File: config.mk
export PLATFORM = sky130hd
export DESIGN_NAME = lsp_stability
export DESIGN_NICKNAME = d
export VERILOG_FILES = /design/src/rtl/lsp_stability.sv
export SDC_FILE = /design/constraint.sdc
export NUM_CORES = 1
export LEC_CHECK = 0
export CORE_ASPECT_RATIO = 1.5
export CORE_MARGIN = 4
export CORE_UTILIZATION = 35
export DETAILED_ROUTE_END_ITERATION = 12
export DONT_BUFFER_PORTS = 1
export PLACE_DENSITY = 0.56
export SYNTH_ARGS = -nofsm -noshare
export SYNTH_HDL_FRONTEND = slang
export SYNTH_SLANG_ARGS = --single-unit
File: constraint.sdc
create_clock -name clk -period 4.2 [get_ports clk]
set_input_delay 0.84 -clock clk [delete_from_list [all_inputs] [get_ports clk]]
set_output_delay 0.84 -clock clk [all_outputs]
set_load 0.05 [all_outputs]
File: src/rtl/lsp_stability.sv
// lsp_stability: in-place G.729 LSP stabilizer (sort pass, low clamp, gap enforcement, high clamp)
module lsp_stability #(
   parameter logic [10:0] BUF_BASE = 11'd0,
   parameter logic [15:0] L_LIMIT  = 16'd40,
   parameter logic [15:0] M_LIMIT  = 16'd25681,
   parameter logic [15:0] GAP3     = 16'd321
) (
   input  logic        clk,
   input  logic        reset,
   input  logic        start,
   input  logic [15:0] subIn,
   input  logic [31:0] L_subIn,
   input  logic [15:0] addIn,
   input  logic [31:0] memIn,
   output logic [15:0] subOutA,
   output logic [15:0] subOutB,
   output logic [31:0] L_subOutA,
   output logic [31:0] L_subOutB,
   output logic [15:0] addOutA,
   output logic [15:0] addOutB,
   output logic [10:0] memReadAddr,
   output logic [10:0] memWriteAddr,
   output logic [31:0] memOut,
   output logic        memWriteEn,
   output logic        done
);

   typedef enum logic [3:0] {
      IDLE, S_RD0, S_LD0, S_RD, S_CMP, S_SWP, L_RD, L_CHK, G_RD, G_DIF, G_CHK, H_CHK
   } state_t;

   state_t      r_state, w_next;
   logic [3:0]  r_j, w_j, w_j1;
   logic [15:0] r_a, r_b, w_a, w_b, w_m;
   logic [31:0] r_temp, w_temp;
   logic        w_unused;

   function automatic logic [10:0] f_addr(input logic [3:0] k);
      return {BUF_BASE[10:4], k};
   endfunction

   function automatic logic [31:0] f_sext(input logic [15:0] x);
      return {{16{x[15]}}, x};
   endfunction

   assign w_m      = memIn[15:0];
   assign w_unused = &{1'b0, memIn[31:16]};
   assign w_j1     = r_j + 4'd1;

   // the add unit is only engaged when the gap check finds the spacing too small
   assign addOutA = (r_state == G_CHK && L_subIn[31]) ? r_a  : '0;
   assign addOutB = (r_state == G_CHK && L_subIn[31]) ? GAP3 : '0;

   // operands for sub/L_sub and the read address depend only on state, registers and memIn
   always_comb begin
      subOutA     = '0;
      subOutB     = '0;
      L_subOutA   = '0;
      L_subOutB   = '0;
      memReadAddr = '0;
      case (r_state)
         S_RD0, L_RD: memReadAddr = f_addr(4'd0);
         S_LD0:       memReadAddr = f_addr(4'd1);
         S_RD, G_RD:  memReadAddr = f_addr(w_j1);
         S_CMP, G_DIF: begin
            L_subOutA = f_sext(w_m);
            L_subOutB = f_sext(r_a);
         end
         L_CHK: begin
            subOutA = w_m;
            subOutB = L_LIMIT;
         end
         G_CHK: begin
            L_subOutA = r_temp;
            L_subOutB = f_sext(GAP3);
         end
         H_CHK: begin
            subOutA = r_a;
            subOutB = M_LIMIT;
         end
         default: ;
      endcase
   end

   // next state, register updates, memory writes and completion pulse
   always_comb begin
      w_next       = r_state;
      w_j          = r_j;
      w_a          = r_a;
      w_b          = r_b;
      w_temp       = r_temp;
      memWriteEn   = 1'b0;
      memWriteAddr = '0;
      memOut       = '0;
      done         = 1'b0;
      case (r_state)
         IDLE:  w_next = start ? S_RD0 : IDLE;
         S_RD0: w_next = S_LD0;
         S_LD0: begin
            w_a    = w_m;
            w_j    = 4'd0;
            w_next = S_CMP;
         end
         S_RD:  w_next = S_CMP;
         S_CMP: begin
            w_b = w_m;
            if (L_subIn[31]) begin
               memWriteEn   = 1'b1;
               memWriteAddr = f_addr(r_j);
               memOut       = f_sext(w_m);
               w_next       = S_SWP;
            end else begin
               w_a    = w_m;
               w_j    = w_j1;
               w_next = (w_j1 == 4'd9) ? L_RD : S_RD;
            end
         end
         S_SWP: begin
            memWriteEn   = 1'b1;
            memWriteAddr = f_addr(w_j1);
            memOut       = f_sext(r_a);
            w_j          = w_j1;
            w_next       = (w_j1 == 4'd9) ? L_RD : S_RD;
         end
         L_RD:  w_next = L_CHK;
         L_CHK: begin
            if (subIn[15]) begin
               memWriteEn   = 1'b1;
               memWriteAddr = f_addr(4'd0);
               memOut       = f_sext(L_LIMIT);
               w_a          = L_LIMIT;
            end else begin
               w_a = w_m;
            end
            w_j    = 4'd0;
            w_next = G_RD;
         end
         G_RD:  w_next = G_DIF;
         G_DIF: begin
            w_b    = w_m;
            w_temp = L_subIn;
            w_next = G_CHK;
         end
         G_CHK: begin
            if (L_subIn[31]) begin
               memWriteEn   = 1'b1;
               memWriteAddr = f_addr(w_j1);
               memOut       = f_sext(addIn);
               w_a          = addIn;
            end else begin
               w_a = r_b;
            end
            w_j    = w_j1;
            w_next = (w_j1 == 4'd9) ? H_CHK : G_RD;
         end
         H_CHK: begin
            if (!subIn[15] && subIn != 16'd0) begin
               memWriteEn   = 1'b1;
               memWriteAddr = f_addr(4'd9);
               memOut       = f_sext(M_LIMIT);
            end
            done   = 1'b1;
            w_next = IDLE;
         end
         default: w_next = IDLE;
      endcase
   end

   // state and working registers; reset aborts any run in progress
   always_ff @(posedge clk or posedge reset) begin
      if (reset) begin
         r_state <= IDLE;
         r_j     <= '0;
         r_a     <= '0;
         r_b     <= '0;
         r_temp  <= '0;
      end else begin
         r_state <= w_next;
         r_j     <= w_j;
         r_a     <= w_a;
         r_b     <= w_b;
         r_temp  <= w_temp;
      end
   end

endmodule
# --- After elaboration in Yosys (flattened, before gate mapping) ---
# Cells that the tools add are included.
totals:
  input_bits: 99
  register_bits: 72
  wordCells: 66
  out_inout_bits: 184
op_classes:
  addsub: 1
  n_eq_ne: 13
  reduce_logical: 15
  mux: 32
op_table:
  columns: ["op", "count"]
  rows:
  - ["$pmux W32 S5", 1]
  - ["$pmux W32 S2", 2]
  - ["$mux W16", 4]
  - ["$mux W32", 2]
  - ["$pmux W16 S4", 1]
  - ["$pmux W4 S10", 1]
  - ["$pmux W16 S2", 1]
  - ["$pmux W15 S2", 1]
  - ["$eq A4 B4 Y1 const B", 5]
  - ["$eq A4 B3 Y1 const B", 4]
  - ["$mux W4", 4]
  - ["$pmux W4 S4", 1]
  - ["$reduce_bool A16 Y1", 1]
  - ["$mux W15", 1]
  - ["$pmux W4 S3", 1]
  - ["$reduce_or A2 Y1", 6]
  - ["$mux W9", 1]
  - ["$eq A4 B2 Y1 const B", 2]
  - ["$pmux W4 S2", 1]
  - ["$mux W3", 2]
  - ["$mux W6", 1]
  - ["$mux W1", 5]
  - ["$add A4 B1 Y4 const B", 1]
  - ["$eq A4 B1 Y1 const B", 1]
  - ["other kinds (9)", 11]

# --- Logic depth before layout (Yosys ltp) ---
# Gate-level depths: netlist (run 1).
depth:
  word_depth: 5
  ltp_mapped: 7
  mapped_depth_nobuf: 6

# --- Least setup slack after synthesis (run 1) ---
# No wires, ideal clock.
synth_timing:
  path_kind: "input-to-output"
  start: "in L_subIn[31]"
  end: "out memOut[16]"
  path_stages: 6
  required_time_ns: 3.360
  slack_ns: 0.839
  arrival_time_ns: 2.521
  path_buffers: 2
  path_cell_list: "nand2b_1 nor3_2 buf_2 a22oi_1 nand2_1 buf_4"
synth_between:
  elab_chain_cells: 2
  word_cells_on_any_way: 3
  cone_classes: "3 x mux"
synth_rtl:
  columns: ["item", "line_no", "rtl"]
  rows:
  - ["start, declared", "12", "input logic [31:0] L_subIn,"]
  - ["$mux W32 (on tied branches)", "145, 107", null]
  - ["$pmux W32 S5 (*)", "96", "case (r_state)"]
  - ["end, declared", "23", "output logic [31:0] memOut,"]
# Mark *: on every way between the ends. The rest lies on a longest branch, timed or not.

# --- Worst setup path in the final report (run 1) ---
layout_timing:
  start: "reg r_state[2]"
  end: "out memOut[21]"
layout_between:
  elab_chain_cells: 2
  word_cells_on_any_way: 6
  cone_classes: "5 x eq/ne; 1 x mux"
layout_rtl:
  columns: ["item", "line_no", "rtl"]
  rows:
  - ["start, declared", "32", "state_t r_state, w_next;"]
  - ["start signal, assigned", "178", "r_state <= w_next;"]
  - ["$eq A4 B4 Y1 or $eq A4 B3 Y1 (tied branches)", "96", null]
  - ["$pmux W32 S5 (*)", "96", null]
# Marks and branches as above.

==> results of run 1 <==
-- worst max path at each step --
stage                  to   startpoint  depth (start not counted)
2_1_floorplan  memOut[16]  L_subIn[31]                          6
3_3_place_gp   memOut[14]   r_state[0]                          5
3_5_place_dp   memOut[14]   r_state[0]                          5
4_1_cts        memOut[14]   r_state[0]                          5
5_1_grt        memOut[21]   r_state[2]                          5
6_report       memOut[21]   r_state[2]                          5
-- state kept, by name, summed over array words and instances (netlist names) --
signal and cells:
r_temp 32, r_j 4, r_b 16, r_a 16, r_state 4
-- stage by stage --
step / setup slack [ns] / hold slack (ns) / util (%)
after global routing: 0.197 / 0.504 / 38.0
after global placement: 0.829 / 0.468 / 35.8
after detailed placement: 0.776 / 0.475 / 35.8
final: 0.480 / 0.488 / 38.0
after CTS: 0.417 / 0.489 / 38.0
after floorplan: 0.839 / 0.458 / -
-- layout by cell type (no fill, tap or decap), types with 5 or more instances in the layout --
cell and count:
mux2_1 8, clkbuf_16 9, conb_1 35, nor2_1 26
inv_1 8, mux2_2 39, dfrtp_1 72, a21oi_1 11
nand2b_1 7, o21ai_0 7, nand3_1 7, buf_4 26
nand2_1 85, a22o_1 31, a41oi_1 14, a22oi_1 26
and2_1 30, o22ai_1 5
-- cell type report --
type	instances	area, um2	share of cell area [%]
clock inverter	4	70.1	1.32
inverter	10	38.8	0.730
clock buffer	11	233	4.38
timing repair buffer	32	338	6.36
sequential	72	1800	33.9
multi-input combinational	391	2590	48.8
tap	192	240	4.52
-- per-layer routing --
layer	global-route usage, %	vias to the layer above	share of wire, %
li1	-	1777	-
met1	21.9	1947	37
met2	30.7	196	51
met3	5.38	12	10
met4	7.75	0	2.1
met5	0	-	0
-- kinds of logic (layout without fill, tap and decap cells) --
| group | Yosys count | count (layout) | synth area share, % |
|---|---|---|---|
| AOI/OAI and AO/OA | 111 | 111 | 17.4 |
| adders and majority gates | 2 | 2 | 0.502 |
| DFF | 72 | 72 | 36.1 |
| and+or+nand+nor | 190 | 190 | 18.4 |
| buffers and inverters | 121 | 57 | 15.7 |
| xor gates and xnor gates | 2 | 2 | 0.351 |
| muxes | 51 | 51 | 11.4 |
| other | 1 | 35 | 0.0752 |
-- power by group through the flow --
| stage | clock (mW) | combinational [mW] | sequential [mW] |
|---|---|---|---|
| final | 0.803 | 3.28 | 1.41 |
| after global routing | 0.859 | 3.47 | 1.47 |
| after CTS | 0.820 | 3.30 | 1.40 |
| after detailed placement | 0 | 3.29 | 1.42 |
| after global placement | 0 | 3.25 | 1.39 |
| after floorplan | 0 | 3.08 | 1.23 |
-- synth_stat cells (5+ instances only) --
cell type and number:
o21ai_0 7, mux2_2 39, clkbuf_1 13, dfrtp_1 72, a22oi_1 26, buf_4 80, mux2_1 8, o22ai_1 5
a41oi_1 14, and2_1 31, a22o_1 31, nand2_1 86, buf_2 17, nand2b_1 7, nor2_1 28, nand3_1 7
a21oi_1 11, inv_1 10
==> reports/metrics.yaml, run 1 <==
status: "completed"
min_from: "r_b[1]"
synth_flop_cell: "dfrtp_1"
postSynthCellCount: 550
cts_tree: "done"
power_leakage_nw: 2.30
fin_area_mm2: 0.00531
fin_skew_ns: 0.00480
synth_seq_cells: 72
r2r_start: "r_state[0]"
nFillCells: 1405
dpl.hpwl_um: 11500
post_cts_resized: 0
antenna_found_initial: 0
yosys.area.top_type: "dfrtp_1"
crit_family: "simple AND/OR/NAND/NOR gates"
drt-initial-drc-count: 224
yosys.cell_types.count: 48
power_mw: 5.50
async_flop_share_pct: 100
syn-cell-area_mm2: 0.00498
worst-path-buf-inv: 1
post-route-period-util_pct: 88.6
final_cell_count_no_fill: 712
switchingPower_mw: 3.10
clk_latency_ns: 0.33
coreArea_mm2: 0.0140
final_nets: 617
grt_usage_pct: 18.4
hp-class: "reg -> reg"
tightest_slew_ns: 1.24
vias_per_cell: 5.52
slew_headroom_pct: 17.0
post-route-min-period_ns: 3.72
fin_setup_tns_ns: 0
max_freq_ghz: 0.269
root_buffer: "clkbuf_16"
drive_above_1_share_pct: 19.6
synth_edf_count: 0
htreeDepth: 3
n_antenna_cell: 0
num_rows: 53
vdd_drop_max_mv: 0.349
drt_first_pass_iters: 4
start_kind: "flip-flop"
gp_congestion: 0.857
combPwrFrac_pct: 59.7
rr_worst_depth: 4
drt_wl_total_um: 15200
cts_setup_buffers: 0
io-pin-count: 283
area_delta_synth_final_pct: 6.55
worst-setup-path-type: "reg -> out"
yosysSeqAreaShare_pct: 36.1
cts_inserted_buffers: 9
rsz0062_at_grt: "no"
min_to: "r_b[1]"
die_h_um: 154
yosysTopAreaCellShare_pct: 36.1
die_w_um: 105
critPathSlowestCell: "dfrtp_1"
postCtsHoldBufs: 0
grt_max_degree: 48
start_util_pct: 35.6
r2r_end: "r_a[7]"
post-place-cells: 697
die-area_mm2: 0.0163
ant_nets: 0
drv_cap: 0
crit_arrival_ns: 2.88
seqPwrFrac_pct: 25.7
grt_pass1_wl_um: 23400
synthTopCellsByArea: "dfrtp_1 36%, buf_4 12%, mux2_2 8.8%"
cp_max_fo: 17
power.density_mw_per_mm2: 1030
reg2reg_slack_ns: 1.45
dpl_cell_area_mm2: 0.00501
p_clk_share_pct: 14.6
wire_per_inst_um: 21.3
cp_slowest_stage_delay_ns: 0.68
setup_viol: 0
slew_viol_final: 0
routed-via-count: 3932
grt-ovfl-total: 0
min_path_cells: 1
p_sw_share_pct: 56.3
p_int_mw: 2.40
drcViolationCount: 0
avgSynthCellArea_um2: 9.06
clock_path_buffers: 2
ys_warn_count: 0
clkSinkCount: 72
port_buffers: 0
endpoint_kind: "output port"
clkTransAtPathRegs_ns: 0.05
cp.required_ns: 3.36
worstPathCellList: "nand2b_1, nor3_2, a22oi_1, nand2_4, buf_16"
grt_pass1_vias: 4017
finalHoldViolations: 0
No activity file was read; power rests on OpenSTA's default activity.
==> run 2: changes to the inputs <==
- CELL_PAD_IN_SITES_DETAIL_PLACEMENT: not set -> 0
- CELL_PAD_IN_SITES_GLOBAL_PLACEMENT: not set -> 1
- PLACE_DENSITY: 0.56 -> 0.72
==> run 2 against run 1 <==
Flip-flop and latch count did not move. Routed wire length rose by 4.1%. Critical path depth did not move. Clock skew rose by 0.0029 ns. Critical path type unchanged.
==> reports/metrics.yaml, run 2 (synthesis results as in run 1) <==
cts_setup_buffers: 0
use_met1_pct: 21.9
start_util_pct: 35.6
post_cts_resized: 0
drt_first_pass_iters: 5
clkSinkCount: 72
drt_wl_total_um: 15800
nFillCells: 1427
use_met2_pct: 32.3
finalHoldViolations: 0
area_delta_synth_final_pct: 6.63
vdd_drop_max_mv: 0.363
status: "completed"
finalHoldWorstSlack_ns: 0.475
drive_above_1_share_pct: 20.0
ant_nets: 0
slew_headroom_pct: 18.5
grt_use_met3_pct: 4.79
grt_pass1_vias: 4115
tightest_slew_ns: 1.22
die-area_mm2: 0.0163
gp_congestion: 0.817
setup_viol: 0
clk_latency_ns: 0.33
clkTransAtPathRegs_ns: 0.06
root_buffer: "clkbuf_16"
die_w_um: 105
routed-via-count: 4000
n_antenna_cell: 0
endpoint_kind: "output port"
drcViolationCount: 0
fin_skew_ns: 0.00774
postCtsHoldBufs: 0
crit_start: "r_state[0]"
reg_top3: "r_temp (32), r_a (16), r_b (16)"
vias_per_cell: 5.61
clock_path_buffers: 2
dpl.hpwl_um: 11700
fin_setup_tns_ns: 0
die_h_um: 154
final_cell_mix: "85 x nand2_1, 72 x dfrtp_1, 39 x mux2_2"
grt_max_degree: 41
start_kind: "flip-flop"
rsz0062_at_grt: "no"
htreeDepth: 3
max_freq_ghz: 0.261
io-pin-count: 283
grt-ovfl-total: 0
cp.required_ns: 3.36
crit_arrival_ns: 3.00
gr-max-usage-layer: "met2"
wire_per_inst_um: 22.1
drt-initial-drc-count: 282
cts_tree: "done"
r2r_start: "r_state[0]"
num_rows: 53
power_leakage_nw: 2.31
port_buffers: 0
slew_viol_final: 0
post-route-period-util_pct: 91.4
coreArea_mm2: 0.0140
grt_pass1_wl_um: 24100
worst-setup-path-type: "reg -> out"
final_nets: 617
layout_commonest_cell: "nand2_1"
antenna_found_initial: 0
power.density_mw_per_mm2: 1030
post-route-min-period_ns: 3.84
largest-register: "r_temp"
cp_max_fo: 38
hp-class: "in -> async"
cts_inserted_buffers: 9
grt_usage_pct: 19.0
largest_reg_flops: 32
drv_cap: 0
==> run 2: cell count changes in the layout (fill, tap and decap cells not counted), sizes merged <==
| cell | before | now |
|---|---|---|
| bufinv | 2 | 1 |
| clkbuf | 11 | 14 |
| clkinv | 3 | 2 |
==> run 2: critical path: stages, from the launching register on <==
cell,delay [ns]
dfrtp_1,0.67
or3b_1,0.54
a21oi_4,0.17
buf_4,0.45
nand2_2,0.34
nand2_1,0.47
==> run 2: report_power, final <==
group | internal [mW] | switching [mW] | leakage, nW | total [mW]
clock | 0.524 | 0.283 | 0.159 | 0.807
sequential | 1.05 | 0.359 | 0.840 | 1.41
combinational | 0.820 | 2.46 | 1.31 | 3.28
==> run 2: cell type report <==
type	count	area [um2]	share of cell area (%)
Timing Repair Buffer	32	325	6.12
Clock buffer	14	284	5.34
Clock inverter	2	35.0	0.659
Sequential cell	72	1800	33.9
Multi-Input combinational cell	391	2590	48.7
Inverter	10	38.8	0.730
Tap cell	192	240	4.52
==> run 2: worst paths after layout <==
kind / end / slack [ns] / cells past startpoint
max in group asynchronous: r_b[7] / 2.80 / 2
worst max register to register: r_a[12] / 1.37 / 4
min in group clk: r_b[3] / 0.49 / 1
worst max-delay path: L_subOutA[31] / 0.36 / 5
worst min-delay path: r_temp[0] / 0.48 / 1
worst min register to register: r_b[3] / 0.49 / 1
==> run 2: metal layers <==
layer	wire, um	up-vias	share of wire (%)
met1	5950	1992	38
met2	7950	210	50
li1	-	1771	-
met4	527	0	3.3
met3	1360	27	8.6
met5	0	-	0
==> run 2: per-stage QoR <==
stage	worst slack (ns)	utilization [%]	area, um2	power [mW]	cells
CTS	0.320	38.0	5320	5.54	713
detailed placement	0.681	35.7	5000	4.71	697
global route	0.185	38.0	5320	5.80	713
floorplan	0.839	-	5110	4.32	584
global placement	0.765	35.7	5000	4.64	697
finish	0.362	38.0	5320	5.50	713
==> run 3: changes to the inputs <==
- SLEW_MARGIN: not set -> 20
- clock period: 4.2 -> 3.55 ns (I/O delays scaled with it)
==> run 3 against run 2 <==
Total power increased by 30%. First-iteration DRC count increased by 0.35%. Routed wire length increased by 2.4%. Combinational power increased by 37%. Flip-flop and latch count unchanged. Clock skew about the same. Global-route usage increased by 0.57 points. Worst hold slack got worse by 0.066 ns. Sequential power increased by 15%. Non-clock buffer count increased by 55. Via count increased by 5.7%. Largest cell class unchanged. Largest power group unchanged.
==> reports/metrics.yaml, run 3 (synthesis results as in run 1) <==
grt_pass1_wl_um: 25200
power.density_mw_per_mm2: 1180
clkSinkCount: 72
drt-initial-drc-count: 283
combPwrFrac_pct: 62.4
clock_path_buffers: 2
power_leakage_nw: 2.69
cp_slowest_stage_delay_ns: 0.74
n_antenna_cell: 0
gp_congestion: 0.872
clkTransAtPathRegs_ns: 0.06
multi_input_area_mm2: 0.00259
grt_max_degree: 49
vdd_drop_max_mv: 0.468
fin_setup_tns_ns: 0
die-area_mm2: 0.0163
rsz0062_at_grt: "no"
final_nets: 672
dpl.hpwl_um: 12200
dpl_cell_area_mm2: 0.00573
gr-max-usage-layer: "met2"
nFillCells: 1331
start_util_pct: 35.6
cp.required_ns: 2.84
slew_headroom_pct: 36.2
power_mw: 7.17
drive_above_1_share_pct: 27.8
post-route-min-period_ns: 3.28
postCtsHoldBufs: 0
fin_skew_ns: 0.00788
antenna_found_initial: 0
coreArea_mm2: 0.0140
grt_usage_pct: 19.6
seqPwrFrac_pct: 22.5
drcViolationCount: 0
hp-class: "in -> async"
grt_pass1_vias: 4338
die_h_um: 154
worst-setup-path-type: "reg -> out"
worstPathCellList: "nand3b_1, nor2_4, buf_12, nor2_1, o221ai_1, buf_4"
crit_arrival_ns: 2.57
endpoint_kind: "output port"
setup_viol: 0
slew_viol_final: 0
port_buffers: 0
cts_tree: "done"
p_clk_share_pct: 15.0
tightest_slew_ns: 0.954
io-pin-count: 283
largest_reg_flops: 32
grt_use_met3_pct: 5.33
fin_area_mm2: 0.00609
drt_wl_total_um: 16200
area_delta_synth_final_pct: 22.2
drv_cap: 0
layout_commonest_cell: "nand2_1"
cts_setup_buffers: 0
cts_inserted_buffers: 9
cp_max_fo: 30
layout_setup_ws_ns: 0.271
ant_nets: 0
final_cell_mix: "85 x nand2_1, 72 x dfrtp_1, 56 x buf_4"
reg_top3: "r_temp (32), r_a (16), r_b (16)"
place_ws_ns: 0.645
p_sw_share_pct: 53.0
die_w_um: 105
routed-via-count: 4226
vias_per_cell: 5.50
wire_per_inst_um: 21.0
clk_latency_ns: 0.33
finalHoldViolations: 0
p_int_mw: 3.37
use_met2_pct: 33.3
switchingPower_mw: 3.80
post-route-period-util_pct: 92.4
start_kind: "flip-flop"
seqCellArea_mm2: 0.00180
status: "completed"
post_cts_resized: 0
root_buffer: "clkbuf_16"
worst-path-buf-inv: 2
grt-ovfl-total: 0
num_rows: 53
htreeDepth: 3
max_freq_ghz: 0.305
drt_first_pass_iters: 5
critPathSlowestCell: "dfrtp_1"
crit_family: "simple AND/OR/NAND/NOR gates"
use_met1_pct: 23.2
largest-register: "r_temp"
run 3: worst register-to-register path, delay by kind of cell, from the launching register on:
family	cells	cell delay (ns)
buffers and inverters	2	0.56
DFF	1	0.46
and+or+nand+nor	2	0.37
AOI/OAI and AO/OA	2	1.05
run 3: routing by layer:
metal	up-vias	part of all wire (%)	wire, um
met5	-	0	0
met4	0	2.8	449
met3	20	8.4	1360
met2	209	51	8210
met1	2121	38	6150
li1	1876	-	-
run 3: path summary, 6_finish.rpt:
| path | start | to | slack (ns) | cells after the start |
|---|---|---|---|---|
| worst max-delay path | r_state[1] | memWriteAddr[3] | 0.27 | 6 |
| worst min-delay path | reset | r_temp[1] | 0.41 | 1 |
| worst max register to register | r_state[2] | r_a[9] | 1.03 | 6 |
| worst min register to register | r_b[2] | r_b[2] | 0.49 | 1 |
| max in group asynchronous | reset | r_temp[15] | 2.32 | 2 |
| min in group clk | r_b[2] | r_b[2] | 0.49 | 1 |
run 3: power groups by stage:
stage | registers [mW] | logic [mW] | clock network, mW
floorplan | 1.46 | 3.65 | 0
global placement | 1.59 | 4.43 | 0
detailed placement | 1.62 | 4.49 | 0
CTS | 1.61 | 4.50 | 1.09
global route | 1.68 | 4.72 | 1.13
finish | 1.62 | 4.48 | 1.08
run 3: cell type report:
class                           count  share of cell area, %
Multi-Input combinational cell    391                   42.5
Sequential cell                    72                   29.6
Timing Repair Buffer               87                   17.5
Clock buffer                       11                   4.15
Tap cell                          192                   3.94
Clock inverter                      5                   1.68
Inverter                           10                  0.637
run 3: stage by stage:
| stage | instances | hold WS (ns) | util [%] |
|---|---|---|---|
| 5_1_grt | 768 | 0.472 | 43.5 |
| 4_1_cts | 768 | 0.448 | 43.5 |
| 6_report | 768 | 0.409 | 43.5 |
| 3_3_place_gp | 752 | 0.468 | 41.0 |
| 3_5_place_dp | 752 | 0.476 | 41.0 |
| 2_1_floorplan | 584 | 0.458 | - |
==> RTL edit 1: new RTL, flow settings as in run 3 <==
The 12 states of `state_t` get a one-hot encoding in 12 bits.
--- a/src/rtl/lsp_stability.sv
+++ b/src/rtl/lsp_stability.sv
@@ -27,4 +27,4 @@
 
-   typedef enum logic [3:0] {
-      IDLE, S_RD0, S_LD0, S_RD, S_CMP, S_SWP, L_RD, L_CHK, G_RD, G_DIF, G_CHK, H_CHK
+   typedef enum logic [11:0] {
+      IDLE = 12'b000000000001, S_RD0 = 12'b000000000010, S_LD0 = 12'b000000000100, S_RD = 12'b000000001000, S_CMP = 12'b000000010000, S_SWP = 12'b000000100000, L_RD = 12'b000001000000, L_CHK = 12'b000010000000, G_RD = 12'b000100000000, G_DIF = 12'b001000000000, G_CHK = 12'b010000000000, H_CHK = 12'b100000000000
    } state_t;
Behaviour: no difference found for any inputs over 10 cycles, from zero or initial values and one cycle with reset high; not proved beyond that.
==> RTL edit 1 against run 3 <==
- synthesized cell count is 17% higher
- synthesized area is 9.7% higher
- sequential share of layout area is 0.36 points higher
- routed wire length increased by 9.0%
- setup slack got worse by 220 ps
- sequential cell count up 8
- design area increased by 10%
- critical endpoint is now memOut[16]
- highest routed layer unchanged
Power is not compared: it rests on default switching activity, and its combinational part moved more than twofold at a synthesized area within 25%.
==> RTL edit 1: results (changes against run 3) <==
| Result | This run | Change |
|:---|:---|:---|
| Worst reg-to-reg path cell count | 8 | +2 |
| Diodes inserted | 0 | unchanged |
| Number of distinct library cells after synthesis | 54 | +13% |
| Yosys synthesis warning count | 0 | unchanged |
| Initial DRC count | 249 | -12% |
| Grt ovf | 0 | unchanged |
| Slew of the pin with the lowest slew margin | 722 ps | -233 ps |
| First-pass GRT wire length | 26.7 mm | +6.1% |
| Largest net degree at the start of global routing | 43 | -12% |
| Layout cell share with drive strength beyond 1 | 22.7% | -5.1 points |
| Number of antenna violations at the first check in global routing | 0 | unchanged |
| Number of CTS-inserted buffers | 9 | unchanged |
| Pre-Repair DR Iteration Count | 5 | unchanged |
| Detailed-route wire length per cell | 20.3 µm | -3.5% |
| Layout filler cell count | 1507 | +13% |
| Result of the run | completed |  |
| Clk root buf | sky130_fd_sc_hd__clkbuf_16 |  |
| Worst-case clock buffer depth | 2 | unchanged |
| Register area share after synthesis | 36.6% | +0.48 points |
| Detail Route Antenna Nets | 0 | unchanged |
| Grt met2 use | 31.9% | -1.4 points |
| Pre-CTS setup slack | 332 ps | -312 ps |
| Lkg Pwr | 3.20 nW |  |
| Post-synthesis async set-or-reset flop share | 100% | unchanged |
| Combined global-route utilization of all metal layers | 19.4% | -0.18 points |
| Maximum VDD drop | 0.224 mV |  |
| Area contributors post-synth | sky130_fd_sc_hd__dfrtp_1 (36%), sky130_fd_sc_hd__buf_4 (10%), sky130_fd_sc_hd__nand2_1 (9.3%), sky130_fd_sc_hd__a22o_1 (5.0%), sky130_fd_sc_hd__and2_1 (3.7%) |  |
| Worst EP arrival | 2790 ps | +220 ps |
| Final GP Congestion | 0.817 | -6.3% |
| Port bufs | 0 | unchanged |
| Internal power | 1.97 mW |  |
| Via density per instance | 5.41 | -1.7% |
| Clock slew at reported path FFs | 60 ps | about the same |
| Top cells by count, synth | sky130_fd_sc_hd__nand2_1 (136), sky130_fd_sc_hd__dfrtp_1 (79), sky130_fd_sc_hd__buf_4 (75) |  |
| Detailed-placement wirelength estimate | 12.8 mm | +4.6% |
| Worst setup skew after layout | 9.40 ps | +1.52 ps |
| Hold Path Class | in2async |  |
| Fin nets | 765 | +14% |
| Global routing met1 resource utilization | 24.1% | +0.81 points |
| Largest registers in the final layout | r_temp (32), r_a (16), r_b (16) |  |
| Clock insertion delay at the later pin of the skew report | 340 ps |  |
| Routing usage on met3 | 5.40% | +0.064 points |
| Largest fanout of any net on the critical path | 17 | -43% |
| Via count of the first global-routing pass | 4783 | +10% |
| Depth of the CTS H-tree | 3 | unchanged |
[RTL edit 1: worst paths after layout]
kind | from | to | slack, ps
setup reg to reg | r_state[2]$_DFF_PP0_ | r_a[14]$_DFFE_PP0P_ | 1010
max in group asynchronous | reset | r_temp[17]$_DFFE_PP0P_ | 2470
hold / removal | reset | r_a[1]$_DFFE_PP0P_ | 270
hold reg to reg | r_temp[15]$_DFFE_PP0P_ | r_temp[15]$_DFFE_PP0P_ | 470
min in group clk | r_temp[15]$_DFFE_PP0P_ | r_temp[15]$_DFFE_PP0P_ | 470
setup / recovery | r_state[2]$_DFF_PP0_ | memOut[16] | 50
[RTL edit 1: stage by stage]
| stage | util [%] | instances | power [mW] | instance area [µm²] |
|---|---|---|---|---|
| CTS | 43.9 | 867 | 3.15 | 6670 |
| detailed placement | 41.9 | 851 | 2.19 | 6370 |
| finish | 44.1 | 868 | 3.13 | 6700 |
| global route | 44.1 | 868 | 3.29 | 6700 |
| global placement | 41.9 | 851 | 2.15 | 6370 |
| floorplan | - | 675 | 2.00 | 5600 |
[RTL edit 1: final cells by class]
type                            instances  area [µm²]  share of cell area (%)
Multi-Input combinational cell        463        2780                    41.5
Inverter                               12        53.8                   0.803
Clock buffer                           10         229                    3.42
Clock inverter                          6        67.6                    1.01
Tap cell                              199         249                    3.72
Timing Repair Buffer                   98        1310                    19.6
Sequential cell                        80        2010                    29.9
[RTL edit 1: cells by family after synthesis]
kind of cell | share of synthesized area [%]
AO/OA/AOI/OAI | 16.1
XOR/XNOR | 1.12
adder cells (fa/ha/maj) | 0.457
buffers and inverters | 15.4
flip-flops | 36.6
multiplexers | 6.18
other | 0.0686
AND/OR/NAND/NOR | 24.0
[RTL edit 1: metal layers]
metal / up-vias / share of wire [%]
met5: - / 0
met4: 0 / 1.7
met3: 21 / 8.4
met2: 212 / 52
met1: 2336 / 38
li1: 2126 / -
[RTL edit 1: timing repair]
item | in CTS | in global routing
pin swaps | 0 | 3
resized for setup | 1 | 6
endpoints found under the setup margin | 17 | 35
setup buffers | 0 | 0
gates cloned | 0 | 1
[RTL edit 1: worst max-delay path: stages, from the launching register on]
cell,delay (ps)
sky130_fd_sc_hd__dfrtp_1,460
sky130_fd_sc_hd__or4_4,610
sky130_fd_sc_hd__nor4_4,340
sky130_fd_sc_hd__a222oi_1,250
sky130_fd_sc_hd__inv_8,110
sky130_fd_sc_hd__buf_16,650
[RTL edit 1: power groups by stage]
stage | registers [mW] | logic, mW | clock network [mW]
final | 1.34 | 0.857 | 0.940
after global routing | 1.36 | 0.923 | 1.01
after CTS | 1.33 | 0.848 | 0.968
after detailed placement | 1.35 | 0.844 | 0
after global placement | 1.33 | 0.819 | 0
after floorplan | 1.24 | 0.761 | 0
==> RTL edit 2: new RTL, settings of run 3 <==
Without the edit above. Change the parameter `L_LIMIT` from 16'd40 to 16'd32.
--- a/src/rtl/lsp_stability.sv
+++ b/src/rtl/lsp_stability.sv
@@ -3,3 +3,3 @@
    parameter logic [10:0] BUF_BASE = 11'd0,
-   parameter logic [15:0] L_LIMIT  = 16'd40,
+   parameter logic [15:0] L_LIMIT  = 16'd32,
    parameter logic [15:0] M_LIMIT  = 16'd25681,
Check against the original RTL: same outputs for any inputs over 10 cycles, from zero or initial values and one cycle with reset high; that may be too few to reach the edited logic, so the function may still have changed.
==> RTL edit 2 against run 3 <==
- combinational power decreased by 15%
- non-clock buffer count fell by 52
- setup slack got worse by 98 ps
- synthesized area shrank 1.2%
- hold slack improved by 49 ps
- routed wire length down 5.8%
- power fell by 9.1%
- sequential cell count did not move
- sequential share of layout area rose by 4.8 points
- synthesized cell count down 0.55%
- design area decreased by 14%
==> RTL edit 2: results (changes against run 3) <==
| Result | This run | Change |
|:---|:---|:---|
| Worst EP arrival | 2670 ps | +100 ps |
| Resized Gates After CTS | 0 | unchanged |
| Clock slew at reported path FFs | 60 ps | about the same |
| Worst setup path end | L_subOutA[5] |  |
| Largest net degree at the start of global routing | 53 | +8.2% |
| Area contributors post-synth | sky130_fd_sc_hd__dfrtp_1 (37%), sky130_fd_sc_hd__buf_4 (12%), sky130_fd_sc_hd__mux2_2 (9.6%), sky130_fd_sc_hd__nand2_1 (6.2%), sky130_fd_sc_hd__a22o_1 (5.3%) |  |
| Post-synth top flop | sky130_fd_sc_hd__dfrtp_1 |  |
| Layout cell share with drive strength beyond 1 | 21.4% | -6.4 points |
| Cell area after placement | 4900 µm² | -15% |
| Initial DRC count | 318 | +12% |
| Pre-Repair DR Iteration Count | 6 | +1 |
| Lkg Pwr | 2.33 nW | -14% |
| Detailed-placement wirelength estimate | 11.1 mm | -8.9% |
| Number of antenna violations at the first check in global routing | 0 | unchanged |
| Top cells by count, synth | sky130_fd_sc_hd__nand2_1 (81), sky130_fd_sc_hd__buf_4 (79), sky130_fd_sc_hd__dfrtp_1 (72) |  |
| Combined global-route utilization of all metal layers | 18.3% | -1.3 points |
| Reg2reg start | r_state[1]$_DFF_PP0_ |  |
| Diodes inserted | 0 | unchanged |
| Via count of the first global-routing pass | 4016 | -7.4% |
| Yosys synthesis warning count | 0 | unchanged |
| Largest registers in the final layout | r_temp (32), r_a (16), r_b (16) |  |
| Largest fanout of any net on the critical path | 23 | -23% |
| Depth of the CTS H-tree | 3 | unchanged |
| Fin nets | 615 | -8.5% |
| Net switching power | 3.65 mW | -4.0% |
| Slew of the pin with the lowest slew margin | 962 ps | +7.44 ps |
| Register area share after synthesis | 36.6% | +0.44 points |
| Number of buffers inserted by post-CTS setup repair | 0 | unchanged |
| Result of the run | completed |  |
| Number of distinct library cells after synthesis | 48 | unchanged |
| Number of remaining DRC errors | 0 | unchanged |
| Maximum VDD drop | 0.466 mV | -0.32% |
| Worst reg-to-reg path cell count | 5 | -1 |
| Worst setup skew after layout | 7.27 ps | -0.604 ps |
| Vias after detailed routing | 3903 | -7.6% |
| Hold Path Class | in2async |  |
| Final GP Congestion | 0.868 | -0.48% |
| Clock insertion delay at the later pin of the skew report | 320 ps |  |
| Layout filler cell count | 1366 | +2.6% |
| Detailed-route wire length per cell | 22.4 µm | +6.3% |
| Post-synthesis async set-or-reset flop share | 100% | unchanged |
| R2R Path End | r_a[12]$_DFFE_PP0P_ |  |
| Setup slack, reg-to-reg | 930 ps | -100 ps |
| CP Launch Point | r_state[0]$_DFF_PP0_ |  |
| First-pass GRT wire length | 23.3 mm | -7.4% |
[RTL edit 2: cell count changes in the layout (fill, tap and decap cells not counted), sizes merged, moves of 5 or more]
cell / change
nand2: -5
a22oi: -9
buf: -52
a21oi: +11
a222oi: +13
a41oi: -14
[RTL edit 2: layout make-up]
type | instances | area, µm² | share of cell area [%]
clock buffer | 9 | 225 | 4.30
clock inverter | 7 | 119 | 2.27
inverter | 13 | 50.0 | 0.955
multi-input combinational | 383 | 2500 | 47.6
sequential | 72 | 1800 | 34.4
tap | 162 | 203 | 3.87
timing repair buffer | 35 | 348 | 6.63
[RTL edit 2: power groups by stage]
stage / combinational, mW / sequential (mW) / clock, mW
detailed placement: 3.83 / 1.65 / 0
floorplan: 3.58 / 1.46 / 0
CTS: 3.83 / 1.64 / 1.07
global route: 4.03 / 1.71 / 1.10
finish: 3.82 / 1.65 / 1.04
global placement: 3.78 / 1.62 / 0
[RTL edit 2: worst max-delay path, stage by stage (launching register included)]
cell and delay [ps]:
sky130_fd_sc_hd__dfrtp_1 590, sky130_fd_sc_hd__or3b_1 520, sky130_fd_sc_hd__a21oi_4 320, sky130_fd_sc_hd__buf_4 370, sky130_fd_sc_hd__nand2_1 150, sky130_fd_sc_hd__nand2_1 380
[RTL edit 2: layer usage]
layer	vias to the layer above	routed length [µm]	share of wire, %	global-route usage (%)
li1	1746	-	-	-
met5	-	0	0	0
met4	0	361	2.4	6.44
met1	1940	5860	38	21.7
met2	199	7650	50	31.1
met3	18	1360	8.9	5.74
[RTL edit 2: metrics by stage]
step / hold WS, ps / util, % / setup WS [ps] / instances
floorplan: 458 / - / 295 / 582
global placement: 470 / 35.9 / 574 / 665
detailed placement: 475 / 35.9 / 529 / 665
CTS: 484 / 38.4 / 161 / 681
global route: 511 / 38.4 / 35.1 / 681
finish: 458 / 38.4 / 173 / 681
[RTL edit 2: kinds of logic after synthesis]
kind of cell | count (synthesis) | share of synthesized area, %
and+or+nand+nor | 183 | 18.0
xor gates and xnor gates | 2 | 0.356
other | 1 | 0.0761
muxes | 47 | 10.7
buffers and inverters | 127 | 16.7
AOI/OAI and AO/OA | 113 | 17.1
adders and majority gates | 2 | 0.508
DFF | 72 | 36.6
[RTL edit 2: how the worst min path moves through the flow]
stage                           start                     end  slack, ps  cells after the start
2_1_floorplan  r_temp[21]$_DFFE_PP0P_  r_temp[21]$_DFFE_PP0P_        460                      1
3_3_place_gp    r_temp[3]$_DFFE_PP0P_   r_temp[3]$_DFFE_PP0P_        470                      1
3_5_place_dp   r_temp[23]$_DFFE_PP0P_  r_temp[23]$_DFFE_PP0P_        470                      1
4_1_cts                         reset  r_temp[23]$_DFFE_PP0P_        480                      1
5_1_grt                   L_subIn[25]  r_temp[25]$_DFFE_PP0P_        510                      1
6_report                        reset  r_temp[22]$_DFFE_PP0P_        460                      1
